[src/rtl/multi_cycle_ctrl.sv]
`default_nettype none
// ============================================================================
// Module   : multi_cycle_ctrl
// Brief    : Control FSM for a multi-cycle CPU. States FETCH, DECODE, EXEC,
//            MEM, WB and ERR. Instruction class is captured in DECODE and
//            used by the later states.
// Options  : MULTI_CYCLE_CTRL_TIMEOUT_EN adds a memory-wait watchdog that
//            enters ERR and sets a sticky mem_err. Without it, waits are
//            unbounded and mem_err is tied low.
// Revision : 1.0 - initial release
// ============================================================================
module multi_cycle_ctrl #(
  parameter int OPC_W       = 4,
  parameter int FUNC_W      = 8,
  parameter int ALU_OP_W    = 3,
  parameter int TIMEOUT_CYC = 15
) (
  input  logic                clk,
  input  logic                rst,
  input  logic [OPC_W-1:0]    opcode,
  input  logic [FUNC_W-1:0]   func,
  input  logic                zero_flag,
  input  logic                mem_ack,
  output logic                mem_req,
  output logic                mem_write,
  output logic                i_or_d,
  output logic                ir_load,
  output logic                pc_write,
  output logic                reg_write,
  output logic                ld_window,
  output logic                alu_src_b,
  output logic                mem_to_reg,
  output logic                pc_src,
  output logic [ALU_OP_W-1:0] alu_operation,
  output logic                retired,
  output logic                mem_err
);

  typedef enum logic [2:0] {
    S_FETCH  = 3'd0,
    S_DECODE = 3'd1,
    S_EXEC   = 3'd2,
    S_MEM    = 3'd3,
    S_WB     = 3'd4,
    S_ERR    = 3'd5
  } state_t;

  typedef enum logic [2:0] {
    C_NOP   = 3'd0,
    C_RTYPE = 3'd1,
    C_LOAD  = 3'd2,
    C_STORE = 3'd3,
    C_ADDI  = 3'd4,
    C_JUMP  = 3'd5,
    C_BZ    = 3'd6,
    C_WIN   = 3'd7
  } cls_t;

  localparam logic [OPC_W-1:0] OP_R     = OPC_W'(0);
  localparam logic [OPC_W-1:0] OP_LOAD  = OPC_W'(1);
  localparam logic [OPC_W-1:0] OP_STORE = OPC_W'(2);
  localparam logic [OPC_W-1:0] OP_ADDI  = OPC_W'(3);
  localparam logic [OPC_W-1:0] OP_JUMP  = OPC_W'(4);
  localparam logic [OPC_W-1:0] OP_BZ    = OPC_W'(5);

  state_t              state_q, state_d;
  cls_t                cls_q, cls_d;
  logic [ALU_OP_W-1:0] aluop_q, aluop_d;

  cls_t                dec_cls;
  logic [ALU_OP_W-1:0] dec_aluop;
  logic                func_rop;
  logic                func_win;

  // Classify the instruction in IR; a lone func[i] below the top bit is ALU op i
  always_comb begin
    dec_cls   = C_NOP;
    dec_aluop = '0;
    func_rop  = 1'b0;
    for (int i = 0; i < FUNC_W-1; i++) begin
      if (func == (FUNC_W'(1) << i)) begin
        func_rop  = 1'b1;
        dec_aluop = ALU_OP_W'(i);
      end
    end
    func_win = (func == (FUNC_W'(1) << (FUNC_W-1)));
    case (opcode)
      OP_R: begin
        if (func_rop)      dec_cls = C_RTYPE;
        else if (func_win) dec_cls = C_WIN;
        else               dec_cls = C_NOP;
      end
      OP_LOAD:  dec_cls = C_LOAD;
      OP_STORE: dec_cls = C_STORE;
      OP_ADDI:  dec_cls = C_ADDI;
      OP_JUMP:  dec_cls = C_JUMP;
      OP_BZ:    dec_cls = C_BZ;
      default:  dec_cls = C_NOP;
    endcase
  end

  // Decode datapath controls from state and current inputs; rst silences all
  always_comb begin
    mem_req       = 1'b0;
    mem_write     = 1'b0;
    i_or_d        = 1'b0;
    ir_load       = 1'b0;
    pc_write      = 1'b0;
    reg_write     = 1'b0;
    ld_window     = 1'b0;
    alu_src_b     = 1'b0;
    mem_to_reg    = 1'b0;
    pc_src        = 1'b0;
    alu_operation = '0;
    retired       = 1'b0;
    if (!rst) begin
      case (state_q)
        S_FETCH: begin
          mem_req  = 1'b1;
          ir_load  = mem_ack;
          pc_write = mem_ack;
        end
        S_DECODE: begin
          case (dec_cls)
            C_JUMP: begin
              pc_write = 1'b1;
              pc_src   = 1'b1;
              retired  = 1'b1;
            end
            C_NOP: retired = 1'b1;
            C_WIN: begin
              ld_window = 1'b1;
              retired   = 1'b1;
            end
            default: ;
          endcase
        end
        S_EXEC: begin
          case (cls_q)
            C_RTYPE: alu_operation = aluop_q;
            C_LOAD, C_STORE, C_ADDI: alu_src_b = 1'b1;
            C_BZ: begin
              alu_operation = ALU_OP_W'(1);
              pc_write      = zero_flag;
              pc_src        = zero_flag;
              retired       = 1'b1;
            end
            default: ;
          endcase
        end
        S_MEM: begin
          mem_req   = 1'b1;
          i_or_d    = 1'b1;
          mem_write = (cls_q == C_STORE);
          retired   = mem_ack && (cls_q == C_STORE);
        end
        S_WB: begin
          reg_write  = 1'b1;
          mem_to_reg = (cls_q == C_LOAD);
          retired    = 1'b1;
        end
        default: ;
      endcase
    end
  end

`ifdef MULTI_CYCLE_CTRL_TIMEOUT_EN
  localparam int WAIT_W = $clog2(TIMEOUT_CYC + 1);

  logic [WAIT_W-1:0] wait_q, wait_d;
  logic              mem_err_q;
  logic              timeout;

  // Count unacknowledged request cycles; an ack in the limit cycle still wins
  always_comb begin
    wait_d  = '0;
    timeout = 1'b0;
    if (mem_req && !mem_ack) begin
      if (wait_q == WAIT_W'(TIMEOUT_CYC - 1)) timeout = 1'b1;
      else                                    wait_d  = wait_q + WAIT_W'(1);
    end
  end

  // Wait counter and sticky error flag
  always_ff @(posedge clk) begin
    if (rst) begin
      wait_q    <= '0;
      mem_err_q <= 1'b0;
    end else begin
      wait_q    <= wait_d;
      mem_err_q <= mem_err_q | timeout;
    end
  end

  assign mem_err = mem_err_q;
`else
  assign mem_err = 1'b0;
`endif

  // Next-state logic; DECODE captures the instruction class for later states
  always_comb begin
    state_d = state_q;
    cls_d   = cls_q;
    aluop_d = aluop_q;
    case (state_q)
      S_FETCH: if (mem_ack) state_d = S_DECODE;
      S_DECODE: begin
        cls_d   = dec_cls;
        aluop_d = dec_aluop;
        case (dec_cls)
          C_JUMP, C_NOP, C_WIN: state_d = S_FETCH;
          default:              state_d = S_EXEC;
        endcase
      end
      S_EXEC: begin
        case (cls_q)
          C_LOAD, C_STORE: state_d = S_MEM;
          C_BZ:            state_d = S_FETCH;
          default:         state_d = S_WB;
        endcase
      end
      S_MEM: if (mem_ack) state_d = (cls_q == C_STORE) ? S_FETCH : S_WB;
      S_WB:     state_d = S_FETCH;
      S_ERR:    state_d = S_ERR;
      default:  state_d = S_FETCH;
    endcase
`ifdef MULTI_CYCLE_CTRL_TIMEOUT_EN
    if (timeout) state_d = S_ERR;
`endif
  end

  // State and captured-decode registers
  always_ff @(posedge clk) begin
    if (rst) begin
      state_q <= S_FETCH;
      cls_q   <= C_NOP;
      aluop_q <= '0;
    end else begin
      state_q <= state_d;
      cls_q   <= cls_d;
      aluop_q <= aluop_d;
    end
  end

endmodule
`default_nettype wire

[config.mk]
export PLATFORM = sky130hd
export DESIGN_NAME = multi_cycle_ctrl
export DESIGN_NICKNAME = d
export VERILOG_FILES = /design/src/rtl/multi_cycle_ctrl.sv
export SDC_FILE = /design/constraint.sdc
export NUM_CORES = 1
export LEC_CHECK = 0
export CAP_MARGIN = 10
export CORE_MARGIN = 3
export CORE_UTILIZATION = 46
export CTS_CLUSTER_DIAMETER = 30
export CTS_CLUSTER_SIZE = 14
export DETAILED_ROUTE_END_ITERATION = 8
export GPL_ROUTABILITY_DRIVEN = 0
export PLACE_DENSITY = 0.9
export SYNTH_ARGS = -nofsm -noshare
export SYNTH_HDL_FRONTEND = slang
export SYNTH_SLANG_ARGS = --single-unit
[constraint.sdc]
create_clock -name clk -period 3.9 [get_ports clk]
set_input_delay 0.78 -clock clk [delete_from_list [all_inputs] [get_ports clk]]
set_output_delay 0.78 -clock clk [all_outputs]
set_load 0.02 [all_outputs]
* Word level (Yosys, flattened, before mapping)
Index checks and enable logic that the tools add are counted.
Storage, ports and cells: memories 0, flip-flop bits (word level) 9, bits in writable memories 0, input bits 16, ROM bits 0, latch bits 0, logic and storage cells 92
Cells by class: reduce and logical (&&, ||, !) cells 9, div/mod/pow operators 0, shift-type cells 0, magnitude comparators 0, equal/unequal tests 27, multiply operators 0, multiplexer cells 53, bitwise operators 0, add/subtract/negate cells 0
Operators by type and width (number):
- 3-bit 2-to-1 mux | 12
- 1-bit 2-to-1 mux | 33
- 3-bit == test, second input constant | 6
- 3-bit one-hot mux with 6 select lines | 1
- 3-bit one-hot mux with 5 select lines | 1
- 3-bit by 2-bit == test with 1-bit output, second input constant | 4
- 3-bit one-hot mux with 2 select lines | 2
- 4-bit by 2-bit == test with 1-bit output, second input constant | 2
- 4-bit by 3-bit == test with 1-bit output, second input constant | 2
- 8-bit by 1-bit == test with 1-bit output, second input constant | 1
- 8-bit by 2-bit == test with 1-bit output, second input constant | 1
- 8-bit by 3-bit == test with 1-bit output, second input constant | 1
- 8-bit by 4-bit == test with 1-bit output, second input constant | 1
- 8-bit by 5-bit == test with 1-bit output, second input constant | 1
- 8-bit by 6-bit == test with 1-bit output, second input constant | 1
- 8-bit by 7-bit == test with 1-bit output, second input constant | 1
- 8-bit == test, second input constant | 1
- 3-bit by 1-bit == test with 1-bit output, second input constant | 2
- 3-bit logical NOT | 2
- 3-bit OR reduction | 2
- 4-bit by 1-bit == test with 1-bit output, second input constant | 1
- 4-bit logical NOT | 1
- 2-bit inequality test, second input constant | 2
- 1-bit one-hot mux with 4 select lines | 1
- other kinds (6) | 7

* Logic depth before layout (Yosys ltp)
depth after elaboration 15, mapped depth 7, mapped depth without buffers 6

* Worst setup path after synthesis
No wires, ideal clock.
path kind input-to-output, start point input port func[3], end point output port pc_src, path slack 907 ps, arrival time 2213 ps, cell stages on the path 6, data required time 3120 ps, cells stage by stage buf_6 -> or4_1 -> a21oi_1 -> o41ai_4 -> nor3_2 -> o211a_1
Between the ends: word-level cells in the longest chain between the ends 14
RTL lines:
- start: declaration | line 21 | input logic [FUNC_W-1:0] func,
- 8-bit by 1-bit == test with 1-bit output | line 81 | if (func == (FUNC_W'(1) << i)) begin
- 1-bit 2-to-1 mux (7 in a row) | line 81
- 3-bit 2-to-1 mux * | line 89 | if (func_rop) dec_cls = C_RTYPE;
- 3-bit one-hot mux with 6 select lines * | line 87 | case (opcode)
- 3-bit == test * | line 124 | case (dec_cls)
- 1-bit 2-to-1 mux * | line 124
- 1-bit one-hot mux with 2 select lines * | line 117 | case (state_q)
- 1-bit 2-to-1 mux * | line 116 | if (!rst) begin
- end: declaration | line 33 | output logic pc_src,
Mark *: on every way between the ends. The rest lies on a longest branch, timed or not.

* Worst setup path after layout
start point input port func[1], end point output port retired
Between the ends: word-level cells in the longest chain between the ends 15
RTL lines:
- 8-bit by 1-bit == test with 1-bit output | line 81
- 1-bit 2-to-1 mux (7 in a row) | line 81
- 3-bit 2-to-1 mux * | line 89
- 3-bit one-hot mux with 6 select lines * | line 87
- 3-bit == test or 3-bit logical NOT (tied branches) | line 124
- 3-bit OR reduction (no line) *
- 1-bit 2-to-1 mux * | line 124
- 1-bit one-hot mux with 4 select lines * | line 117
- 1-bit 2-to-1 mux * | line 116
- end: declaration | line 35 | output logic retired,
Marked as above.

==> results <==
==> worst max-delay path, delay by kind of cell <==
family	cells	cell delay, ns
buffers and inverters	4	1.17
AO/OA/AOI/OAI	3	0.85
AND/OR/NAND/NOR	2	0.21
==> layout make-up <==
cell class / instances / area [sq um]
Multi-Input combinational cell: 120 / 761
Timing Repair Buffer: 47 / 417
Inverter: 2 / 7.51
Clock inverter: 1 / 5.00
Sequential cell: 9 / 180
Clock buffer: 3 / 22.5
Tap cell: 27 / 33.8
Fill cell: 153 / 576
==> cell families (layout without fill, tap and decap cells) <==
logic type | after synthesis | count (layout)
and+or+nand+nor | 74 | 74
xor gates and xnor gates | 5 | 5
AOI/OAI and AO/OA | 38 | 38
muxes | 2 | 2
other | 1 | 1
buffers and inverters | 11 | 53
DFF | 9 | 9
==> cells in the mapped netlist, types with 2 or more instances <==
library cell / instances / area, sq um
sky130_fd_sc_hd__o21a_1: 3 / 22.5
sky130_fd_sc_hd__nand4_1: 2 / 12.5
sky130_fd_sc_hd__nor2_1: 21 / 78.8
sky130_fd_sc_hd__a211oi_1: 2 / 15.0
sky130_fd_sc_hd__xor2_1: 3 / 26.3
sky130_fd_sc_hd__a21oi_1: 16 / 80.1
sky130_fd_sc_hd__mux2i_1: 2 / 20.0
sky130_fd_sc_hd__clkbuf_1: 4 / 15.0
sky130_fd_sc_hd__nor4_1: 4 / 25.0
sky130_fd_sc_hd__o41ai_4: 2 / 55.1
sky130_fd_sc_hd__nor2b_1: 8 / 50.1
sky130_fd_sc_hd__nor3_1: 5 / 25.0
sky130_fd_sc_hd__nor4b_1: 3 / 26.3
sky130_fd_sc_hd__inv_1: 2 / 7.51
sky130_fd_sc_hd__nor3b_1: 2 / 15.0
sky130_fd_sc_hd__buf_2: 2 / 10.0
sky130_fd_sc_hd__and3_1: 5 / 31.3
sky130_fd_sc_hd__o21ai_0: 6 / 30.0
sky130_fd_sc_hd__o21ai_1: 2 / 10.0
sky130_fd_sc_hd__nand2b_1: 7 / 43.8
sky130_fd_sc_hd__nand3_1: 3 / 15.0
sky130_fd_sc_hd__dfxtp_1: 9 / 180
sky130_fd_sc_hd__nand2_1: 10 / 37.5
==> repair_timing <==
item                                    4_1_cts  5_1_grt
hold buffers                                  0        0
pin swaps                                     1        0
gates resized for setup                       4        7
endpoints found under the setup margin        4        3
buffers inserted                              2        0
==> metal layers <==
metal / routed length, microns / global-route usage
met4: 53 / 0.0979
met3: 232 / 0.0313
met1: 1340 / 0.305
met5: 0 / 0
met2: 1600 / 0.417
==> where the power goes <==
group	internal (mW)	total, mW	switching, mW
Clock	0.0380	0.0746	0.0367
Combinational	0.0490	0.101	0.0517
Sequential	0.0941	0.100	0.00607
==> how the worst min path moves through the flow <==
stage	to	slack (ns)	cells after the start
after floorplan	aluop_q[1]	0.45	2
after global placement	aluop_q[1]	0.46	2
after detailed placement	aluop_q[1]	0.48	2
after CTS	aluop_q[1]	0.50	2
after global routing	aluop_q[1]	0.57	2
final	aluop_q[1]	0.49	2
==> state kept, by name, summed over array words and instances (netlist names) <==
register,cells
cls_q,3
state_q,3
aluop_q,3
==> cells in the final DEF, fill, tap and decap left out, types with 2 or more instances in the layout <==
cell,Yosys,routed
sky130_fd_sc_hd__nor4b_1,3,3
sky130_fd_sc_hd__nor3b_1,2,2
sky130_fd_sc_hd__nand3_1,3,3
sky130_fd_sc_hd__xor2_1,3,3
sky130_fd_sc_hd__buf_4,1,18
sky130_fd_sc_hd__and3_1,5,5
sky130_fd_sc_hd__mux2i_1,2,2
sky130_fd_sc_hd__o41ai_4,2,2
sky130_fd_sc_hd__nor2_1,21,21
sky130_fd_sc_hd__inv_1,2,2
sky130_fd_sc_hd__o21ai_0,6,6
sky130_fd_sc_hd__a211oi_1,2,2
sky130_fd_sc_hd__a21oi_1,16,15
sky130_fd_sc_hd__o21ai_1,2,2
sky130_fd_sc_hd__nor3_1,5,5
sky130_fd_sc_hd__o21a_1,3,3
sky130_fd_sc_hd__clkdlybuf4s50_1,0,24
sky130_fd_sc_hd__nor4_1,4,4
sky130_fd_sc_hd__clkbuf_4,0,3
sky130_fd_sc_hd__nand2_1,10,10
sky130_fd_sc_hd__clkbuf_2,0,2
sky130_fd_sc_hd__dfxtp_1,9,9
sky130_fd_sc_hd__nor2b_1,8,8
sky130_fd_sc_hd__nand4_1,2,2
sky130_fd_sc_hd__nand2b_1,7,7
==> report_table.html <==
<table>
<tr><th>Metric</th><th>Value</th></tr>
<tr><th colspan="2">Cells and area</th></tr>
<tr><td>Area added between synthesis and finish</td><td>43.8%</td></tr>
<tr><td>Final core utilization</td><td>0.713</td></tr>
<tr><td>Finished Layout Cells</td><td>209</td></tr>
<tr><td>Nets</td><td>199</td></tr>
<tr><td>Cell area after layout</td><td>0.00143 sq mm</td></tr>
<tr><td>Share of layout cells above drive strength 1</td><td>0.176</td></tr>
<tr><td>Antenna fix cells</td><td>0</td></tr>
<tr><th colspan="2">Clocking</th></tr>
<tr><td>Clock slew seen by the registers of the worst setup and hold paths</td><td>0.06 ns</td></tr>
<tr><td>Max Buffers Root-to-Sink</td><td>2</td></tr>
<tr><td>Clock latency of the later-clocked register in the worst-skew pair</td><td>0.27 ns</td></tr>
<tr><td>Number of sinks handled by clock tree synthesis</td><td>9</td></tr>
<tr><td>Buffer type at the clock tree root</td><td>sky130_fd_sc_hd__clkbuf_4</td></tr>
<tr><td>Maximum level of the CTS H-tree</td><td>1</td></tr>
<tr><td>TritonCTS Buffers</td><td>3</td></tr>
<tr><td>CTS tree</td><td>yes</td></tr>
<tr><th colspan="2">Power</th></tr>
<tr><td>Power density normalized to cell area</td><td>193 mW/mm^2</td></tr>
<tr><td>Maximum resistive drop on vdd</td><td>0.000202 V</td></tr>
<tr><td>Total power draw</td><td>0.275 mW</td></tr>
<tr><td>Static Leakage</td><td>0.576 nW</td></tr>
<tr><th colspan="2">Route</th></tr>
<tr><td>Total vias in the final route</td><td>1249</td></tr>
<tr><td>Per-cell routed wire length</td><td>15.4 microns</td></tr>
<tr><td>Count of TritonRoute iterations in the first routing pass</td><td>4</td></tr>
<tr><td>Detailed Route Iter0 Violations</td><td>78</td></tr>
<tr><td>Routed via count divided by cell count</td><td>5.98</td></tr>
<tr><td>Routed Antenna Nets</td><td>0</td></tr>
<tr><td>Residual DRC</td><td>0</td></tr>
<tr><td>Final routed wirelength across all metal layers</td><td>3220 microns</td></tr>
<tr><th colspan="2">Critical path</th></tr>
<tr><td>Critical path cell sequence</td><td>clkdlybuf4s50_1, buf_4, nor4b_1, o311a_4, o41ai_4, buf_4, nand3_1, o221ai_1, clkdlybuf4s15_1</td></tr>
<tr><td>Critical path origin</td><td>func[1]</td></tr>
<tr><td>Destination of the critical timing path</td><td>retired</td></tr>
<tr><td>Critical Path AT</td><td>3.01 ns</td></tr>
<tr><td>CP Class</td><td>in2out</td></tr>
<tr><td>Startpoint of the worst-slack reg-to-reg timing path</td><td>state_q[0]</td></tr>
<tr><td>Data required time at the worst endpoint</td><td>3.12 ns</td></tr>
<tr><td>Startpoint type of the worst setup path</td><td>input pin</td></tr>
<tr><td>Crit path capture type</td><td>primary output</td></tr>
<tr><td>Endpoint of the most critical register-to-register path</td><td>aluop_q[2]</td></tr>
<tr><td>CP max FO</td><td>4</td></tr>
<tr><td>Cell depth of the worst flop-to-flop path</td><td>5</td></tr>
<tr><td>R2R Setup Slk</td><td>2.12 ns</td></tr>
<tr><td>Longest individual stage delay on the worst path</td><td>0.47 ns</td></tr>
<tr><td>Cell type with the highest occurrence count on the critical path</td><td>sky130_fd_sc_hd__buf_4</td></tr>
<tr><td>Cell with the biggest individual delay on the critical path</td><td>sky130_fd_sc_hd__clkdlybuf4s50_1</td></tr>
<tr><th colspan="2">Timing</th></tr>
<tr><td>Post-route clock period utilization</td><td>0.972</td></tr>
<tr><td>Clock tree skew after final layout</td><td>0.00491 ns</td></tr>
<tr><td>Post-layout min period</td><td>3.79 ns</td></tr>
<tr><td>Final worst hold slack</td><td>0.495 ns</td></tr>
<tr><td>Unrepaired setup endpoints after global routing</td><td>no</td></tr>
<tr><td>Total count of hold-check failures in the final report</td><td>0</td></tr>
<tr><td>Setup slack after layout</td><td>0.108 ns</td></tr>
<tr><td>Final-layout setup total negative slack</td><td>0 ns</td></tr>
<tr><td>Final count of pins violating max slew</td><td>0</td></tr>
<tr><td>Upper clock frequency limit</td><td>0.264 GHz</td></tr>
<tr><td># setup viols final</td><td>0</td></tr>
<tr><th colspan="2">Logic synthesis</th></tr>
<tr><td>Share of the synthesized netlist area taken by xor and xnor gates</td><td>0.0517</td></tr>
<tr><td>Share of async-settable or async-resettable flops after synthesis</td><td>0</td></tr>
<tr><td>Synth warnings</td><td>0</td></tr>
<tr><td>Number of unique standard cell types used by synthesis</td><td>40</td></tr>
<tr><td>Share of cell area taken by muxes after synthesis</td><td>0.0202</td></tr>
<tr><td>Most frequently used flop master after synthesis</td><td>sky130_fd_sc_hd__dfxtp_1</td></tr>
<tr><td>Adder-cell share of the synthesized area</td><td>0</td></tr>
<tr><td>Post-synthesis instance area</td><td>992 sq um</td></tr>
<tr><td>Post-Synthesis Net Count</td><td>156</td></tr>
<tr><td>Fraction of the yosys area taken by sequential cells</td><td>0.182</td></tr>
<tr><td>Largest family of logic cells by synthesized area</td><td>simple AND/OR/NAND/NOR gates</td></tr>
<tr><td>Number of flops mapped to enable cells by yosys</td><td>0</td></tr>
<tr><td>Synthesized flop and latch total</td><td>9</td></tr>
<tr><td>Average cell area after synthesis</td><td>7.09 sq um</td></tr>
<tr><td>Simple-gate share of the synthesized area</td><td>0.398</td></tr>
<tr><td>Gate Count Post-Synth</td><td>140</td></tr>
<tr><td>Share of the synthesized area in compound gates (AO/OA/AOI/OAI)</td><td>0.289</td></tr>
<tr><th colspan="2">Global routing</th></tr>
<tr><td>All-Layer GR Usage</td><td>0.244</td></tr>
<tr><td>Vias in the first global route</td><td>1175</td></tr>
<tr><td>Pin count of the biggest net entering global routing</td><td>14</td></tr>
<tr><td>Antenna violations before repair</td><td>0</td></tr>
<tr><td>Overflow left after global routing</td><td>0</td></tr>
<tr><td>Global-route wire length before repair</td><td>5130 microns</td></tr>
<tr><th colspan="2">Floorplan</th></tr>
<tr><td>X dimension of the die</td><td>52.4 microns</td></tr>
<tr><td>Core box area</td><td>0.00200 sq mm</td></tr>
<tr><td>Boundary pin count</td><td>31</td></tr>
<tr><td>FP Rows</td><td>16</td></tr>
<tr><td>Area of the die</td><td>0.00275 sq mm</td></tr>
<tr><td>Starting Density</td><td>0.496</td></tr>
<tr><td>Height of the die</td><td>52.4 microns</td></tr>
<tr><th colspan="2">Placed design</th></tr>
<tr><td>Placement Setup Slack</td><td>-0.111 ns</td></tr>
<tr><td>Post-placement cell area</td><td>0.00139 sq mm</td></tr>
<tr><td>Detailed Place HPWL</td><td>2400 microns</td></tr>
<tr><td>Port Buffer Count</td><td>29</td></tr>
<tr><td>Cell Count Post-Placement</td><td>203</td></tr>
<tr><th colspan="2">Job</th></tr>
<tr><td>Total of max-cap violations</td><td>0</td></tr>
<tr><th colspan="2">Run status</th></tr>
<tr><td>Run status</td><td>completed</td></tr>
<tr><th colspan="2">Hold path</th></tr>
<tr><td>Min-delay src</td><td>aluop_q[1]</td></tr>
<tr><td>Hold/Removal Path Class</td><td>reg2reg</td></tr>
</table>
Note: power is estimated with default switching activity, not from simulation.
==> edit 1: new RTL, config.mk and constraints unchanged <==
Change the parameter `ALU_OP_W` from 3 to 2.
--- a/src/rtl/multi_cycle_ctrl.sv
+++ b/src/rtl/multi_cycle_ctrl.sv
@@ -12,7 +12,7 @@
 module multi_cycle_ctrl #(
   parameter int OPC_W       = 4,
   parameter int FUNC_W      = 8,
-  parameter int ALU_OP_W    = 3,
+  parameter int ALU_OP_W    = 2,
   parameter int TIMEOUT_CYC = 15
 ) (
   input  logic                clk,
Ports: changed (resized alu_operation); port bits go from 31 to 30. No check against the original RTL was run, so the function may have changed too.
==> edit 1 against the unedited design <==
- utilization shrank 3.8 points
- die area shrank 2.7%
- clock skew fell by 0.0030 ns
- final cell count shrank 12%
- non-clock buffer count fell by 16
- area after synthesis down 3.0%
- design area down 13%
- clock power decreased by 7.1%
- critical path type unchanged
- sequential cell count shrank 1
- wire length fell by 24%
- first-iteration DRC count is 59% lower
- count of clock-buffer cells in the layout did not move
- worst setup slack improved by 0.087 ns
- total power fell by 14%
==> edit 1: results (changes against the unedited design) <==
run_status:
  result_of_the_run: "finished, final reports clean"  # unchanged
power:
  ir_drop_v: 0.00009085  # was 0.0002018 V
  power.static_leakage_nw: 0.4341  # was 0.5762 nW
global_routing:
  use_met1: 0.2105  # was 0.3053
  global_route_met2_usage: 0.3602  # was 0.4174
  largest_net_degree_at_the_start_of_global_routing: 17  # was 14
  groute.layer.met3.usage: 0.01146  # was 0.03134
  first_pass_grt_wire_length_um: 4002  # was 5126 um
  first_global_vias: 996  # was 1175
  track_usage: 0.1931  # was 0.2442
detailed_routing:
  met2RoutedLength_um: 1256  # was 1598 um
  met1_length_um: 997  # was 1335 um
  wire_per_inst_um: 13.37  # was 15.40 um
  detail_route.wirelength_um: 2460  # was 3219 um
  vias: 1094  # was 1249
  detailed_route_iter0_violations: 32  # was 78
  first_pass_iters: 4  # unchanged
  dr_wl_met3_um: 163  # was 232 um
final_layout:
  comb_multi_in: 113  # was 120
  layout.buffer.nonclock.area_share: 0.2442  # was 0.2921
  post_route_cells_drive_above_1_share: 0.08805  # was 0.1758
  layout.non_clock_buffers: 31  # was 47
  layout.cell_area.non_filler_um2: 1240  # was 1426 um2
  layout.clock.cell_area_share: 0.01816  # was 0.01930
  non_clock_inverters: 4  # was 2
  num_antenna_cells: 0  # unchanged
  num-fill-cells: 170  # was 153
  layout.area.seq_um2: 160.2  # was 180.2 um2
  layout_net_count: 177  # was 199
timing:
  finClkSkew_ns: 0.001952  # was 0.004915 ns
  max-slew-margin-rel: 0.6648
synth:
  compound_gate_portion_of_the_synthesized_area: 0.2510  # was 0.2888
  synth_xor_xnor_area_share: 0.03641  # was 0.05170
  yosysSeqAreaShare: 0.1664  # was 0.1816
  synth.cells.most_frequent: "nor2_1 (14), a21oi_1 (11), nand2_1 (11)"  # was nor2_1 (21), a21oi_1 (16), nand2_1 (10)
  yosys_register_bits: 8  # was 9
  postSynthNetCount: 150  # was 156
  ys_types: 46  # was 40
  top_post_synthesis_cells_by_area: "dfxtp_1 (17%), a21oi_1 (5.7%), nor2_1 (5.5%)"  # was dfxtp_1 (18%), a21oi_1 (8.1%), nor2_1 (7.9%)
clock_network:
  resized_gates_after_cts: 0  # was 4
  postCtsSetupBuffers: 0  # was 2
  cts_inserted_buffers: 3  # unchanged
placement:
  post-place-ws_ns: 0.2034  # was -0.1108 ns
  placed_cell_area_um2: 1216  # was 1389 um2
  post-dp-hpwl_um: 1946  # was 2401 um
critical_path:
  critical_path_peak_fanout: 6  # was 4
  slowest_delay_ns: 0.60  # was 0.47 ns
floorplan:
  tapcell.inserted: 25  # was 27
[edit 1: path summary, 6_finish.rpt]
kind | start | to | slack (ns) | cells past startpoint
setup reg to reg | state_q[0] | cls_q[2] | 2.23 | 4
setup / recovery | func[5] | retired | 0.19 | 7
hold / removal | aluop_q[1] | aluop_q[1] | 0.50 | 2
hold reg to reg | aluop_q[1] | aluop_q[1] | 0.50 | 2
[edit 1: cell families (layout without fill, tap and decap cells)]
| logic type | after synthesis | count (layout) |
|---|---|---|
| and+or+nand+nor | 68 | 68 |
| DFF | 8 | 8 |
| other | 1 | 1 |
| muxes | 2 | 2 |
| xor gates and xnor gates | 4 | 4 |
| buffers and inverters | 13 | 38 |
| AOI/OAI and AO/OA | 38 | 38 |
[edit 1: where the power goes]
part	total, mW	switching, mW	internal [mW]
Sequential	0.0910	0.00683	0.0842
Combinational	0.0760	0.0382	0.0378
Clock	0.0693	0.0337	0.0356
==> edit 2: new RTL, same settings <==
Without the edit above. Re-encode `cls_t` (8 values) as one-hot, 8 bits wide.
--- a/src/rtl/multi_cycle_ctrl.sv
+++ b/src/rtl/multi_cycle_ctrl.sv
@@ -45,15 +45,15 @@
     S_ERR    = 3'd5
   } state_t;
 
-  typedef enum logic [2:0] {
-    C_NOP   = 3'd0,
-    C_RTYPE = 3'd1,
-    C_LOAD  = 3'd2,
-    C_STORE = 3'd3,
-    C_ADDI  = 3'd4,
-    C_JUMP  = 3'd5,
-    C_BZ    = 3'd6,
-    C_WIN   = 3'd7
+  typedef enum logic [7:0] {
+    C_NOP   = 8'b00000001,
+    C_RTYPE = 8'b00000010,
+    C_LOAD  = 8'b00000100,
+    C_STORE = 8'b00001000,
+    C_ADDI  = 8'b00010000,
+    C_JUMP  = 8'b00100000,
+    C_BZ    = 8'b01000000,
+    C_WIN   = 8'b10000000
   } cls_t;
 
   localparam logic [OPC_W-1:0] OP_R     = OPC_W'(0);
Behaviour: same outputs for any inputs over 10 cycles, from zero or initial values and one cycle with rst high; not proved beyond that.
==> edit 2 against the unedited design <==
- design area is 2.0% higher
- total power is 19% higher
- area after synthesis grew 16%
- worst setup slack lost 0.045 ns
- clock skew down 0.0030 ns
- wire length shrank 1.7%
- sequential cell count grew 5
- global-route usage shrank 4.0 points
- utilization is 7.9 points lower
- largest cell class unchanged
- highest routed layer unchanged
==> edit 2: results (changes against the unedited design) <==
final_layout:
  num-fill-cells: 229  # was 153
  post_route_cells_drive_above_1_share: 0.07104  # was 0.1758
  layout_top_registers: "cls_q x8, aluop_q x3, state_q x3"  # was aluop_q x3, cls_q x3, state_q x3
global_routing:
  track_usage: 0.2047  # was 0.2442
  first_global_vias: 1251  # was 1175
  largest_net_degree_at_the_start_of_global_routing: 22  # was 14
  first_pass_grt_wire_length_um: 5340  # was 5126 um
power:
  ir_drop_v: 0.0002265  # was 0.0002018 V
  power.static_leakage_nw: 0.4675  # was 0.5762 nW
  internal_power_uw: 237.3  # was 181.0 uW
synth:
  top_post_synthesis_cells_by_area: "dfxtp_1 (24%), a21oi_1 (6.1%), nand2_1 (4.9%)"  # was dfxtp_1 (18%), a21oi_1 (8.1%), nor2_1 (7.9%)
  yosys_register_bits: 14  # was 9
  yosysSeqAreaShare: 0.2445  # was 0.1816
  postSynthNetCount: 177  # was 156
  ys_types: 47  # was 40
  mappedNetlistArea_um2: 1146  # was 992.2 um2
  synth.cells.most_frequent: "nand2_1 (15), a21oi_1 (14), dfxtp_1 (14), nor2_1 (14)"  # was nor2_1 (21), a21oi_1 (16), nand2_1 (10)
run_status:
  result_of_the_run: "finished, final reports clean"  # unchanged
critical_path:
  critical_path_peak_fanout: 8  # was 4
  slowest_delay_ns: 0.54  # was 0.47 ns
  rrSetupSlack_ns: 2.18  # was 2.12 ns
  cp_data_arrival_time_ns: 3.06  # was 3.01 ns
placement:
  placed_cell_area_um2: 1419  # was 1389 um2
  post-dp-hpwl_um: 2455  # was 2401 um
timing:
  timing.fmax_mhz: 260.6  # was 263.7 MHz
detailed_routing:
  wire_per_inst_um: 15.00  # was 15.40 um
  detailed_route_iter0_violations: 34  # was 78
  route.detailed.vias_per_inst: 6.076  # was 5.976
clock_network:
  resized_gates_after_cts: 0  # was 4
[edit 2: changes by cell type after synthesis, moves of 4 or more]
cell,change
dfxtp_1,+5
buf_2,+4
nand2_1,+5
nor2b_1,-8
nor2_1,-7
and3_1,-4
nor3_1,+4
[edit 2: worst max-delay path: cells and delay by family]
kind	cells	cell delay [ns]
compound gates	4	0.77
simple gates	1	0.42
buf+inv	2	1.08
[edit 2: kinds of logic after synthesis]
logic type / count (synthesis) / share of synthesized area
xor gates and xnor gates: 6 / 0.04585
other: 1 / 0.003272
buffers and inverters: 18 / 0.07533
muxes: 2 / 0.01856
and+or+nand+nor: 78 / 0.3821
DFF: 14 / 0.2445
AOI/OAI and AO/OA: 42 / 0.2304
[edit 2: through the flow]
stage	total power [mW]	hold WS, ns	utilization	setup WS (ns)	std cells
2_1_floorplan	0.1957	0.4273	-	1.056	161
3_3_place_gp	0.2253	0.4398	0.6176	0.2050	207
3_5_place_dp	0.2303	0.4495	0.6176	0.1076	207
4_1_cts	0.3296	0.4609	0.6334	0.1032	211
5_1_grt	0.3445	0.4929	0.6334	0.006788	211
6_report	0.3287	0.4544	0.6334	0.06226	211
[edit 2: layout make-up]
type / count / share of cell area
flip-flops and latches: 14 / 0.1926
inverters: 5 / 0.01290
clock buffers: 4 / 0.02494
repair buffers: 31 / 0.2098
multi-input cells: 129 / 0.5357
well taps: 28 / 0.02408
[edit 2: final timing paths]
kind                endpoint  cells after the start       start
hold / removal    aluop_q[1]                      2  aluop_q[1]
setup / recovery     retired                      7     func[3]
hold reg to reg   aluop_q[1]                      2  aluop_q[1]
setup reg to reg    cls_q[2]                      4  state_q[0]
[edit 2: metal layers]
metal	GRT usage	wire length, um	up-vias
met1	0.2247	1258	600
li1	-	-	626
met3	0.03248	181	4
met5	0	0	-
met2	0.3868	1697	52
met4	0.08136	27	0
[edit 2: power groups by stage]
| stage | clock (mW) | combinational [mW] | sequential (mW) |
|---|---|---|---|
| detailed placement | 0 | 0.0778 | 0.153 |
| CTS | 0.102 | 0.0780 | 0.149 |
| finish | 0.100 | 0.0790 | 0.149 |
| global placement | 0 | 0.0730 | 0.152 |
| global route | 0.110 | 0.0849 | 0.150 |
| floorplan | 0 | 0.0466 | 0.149 |
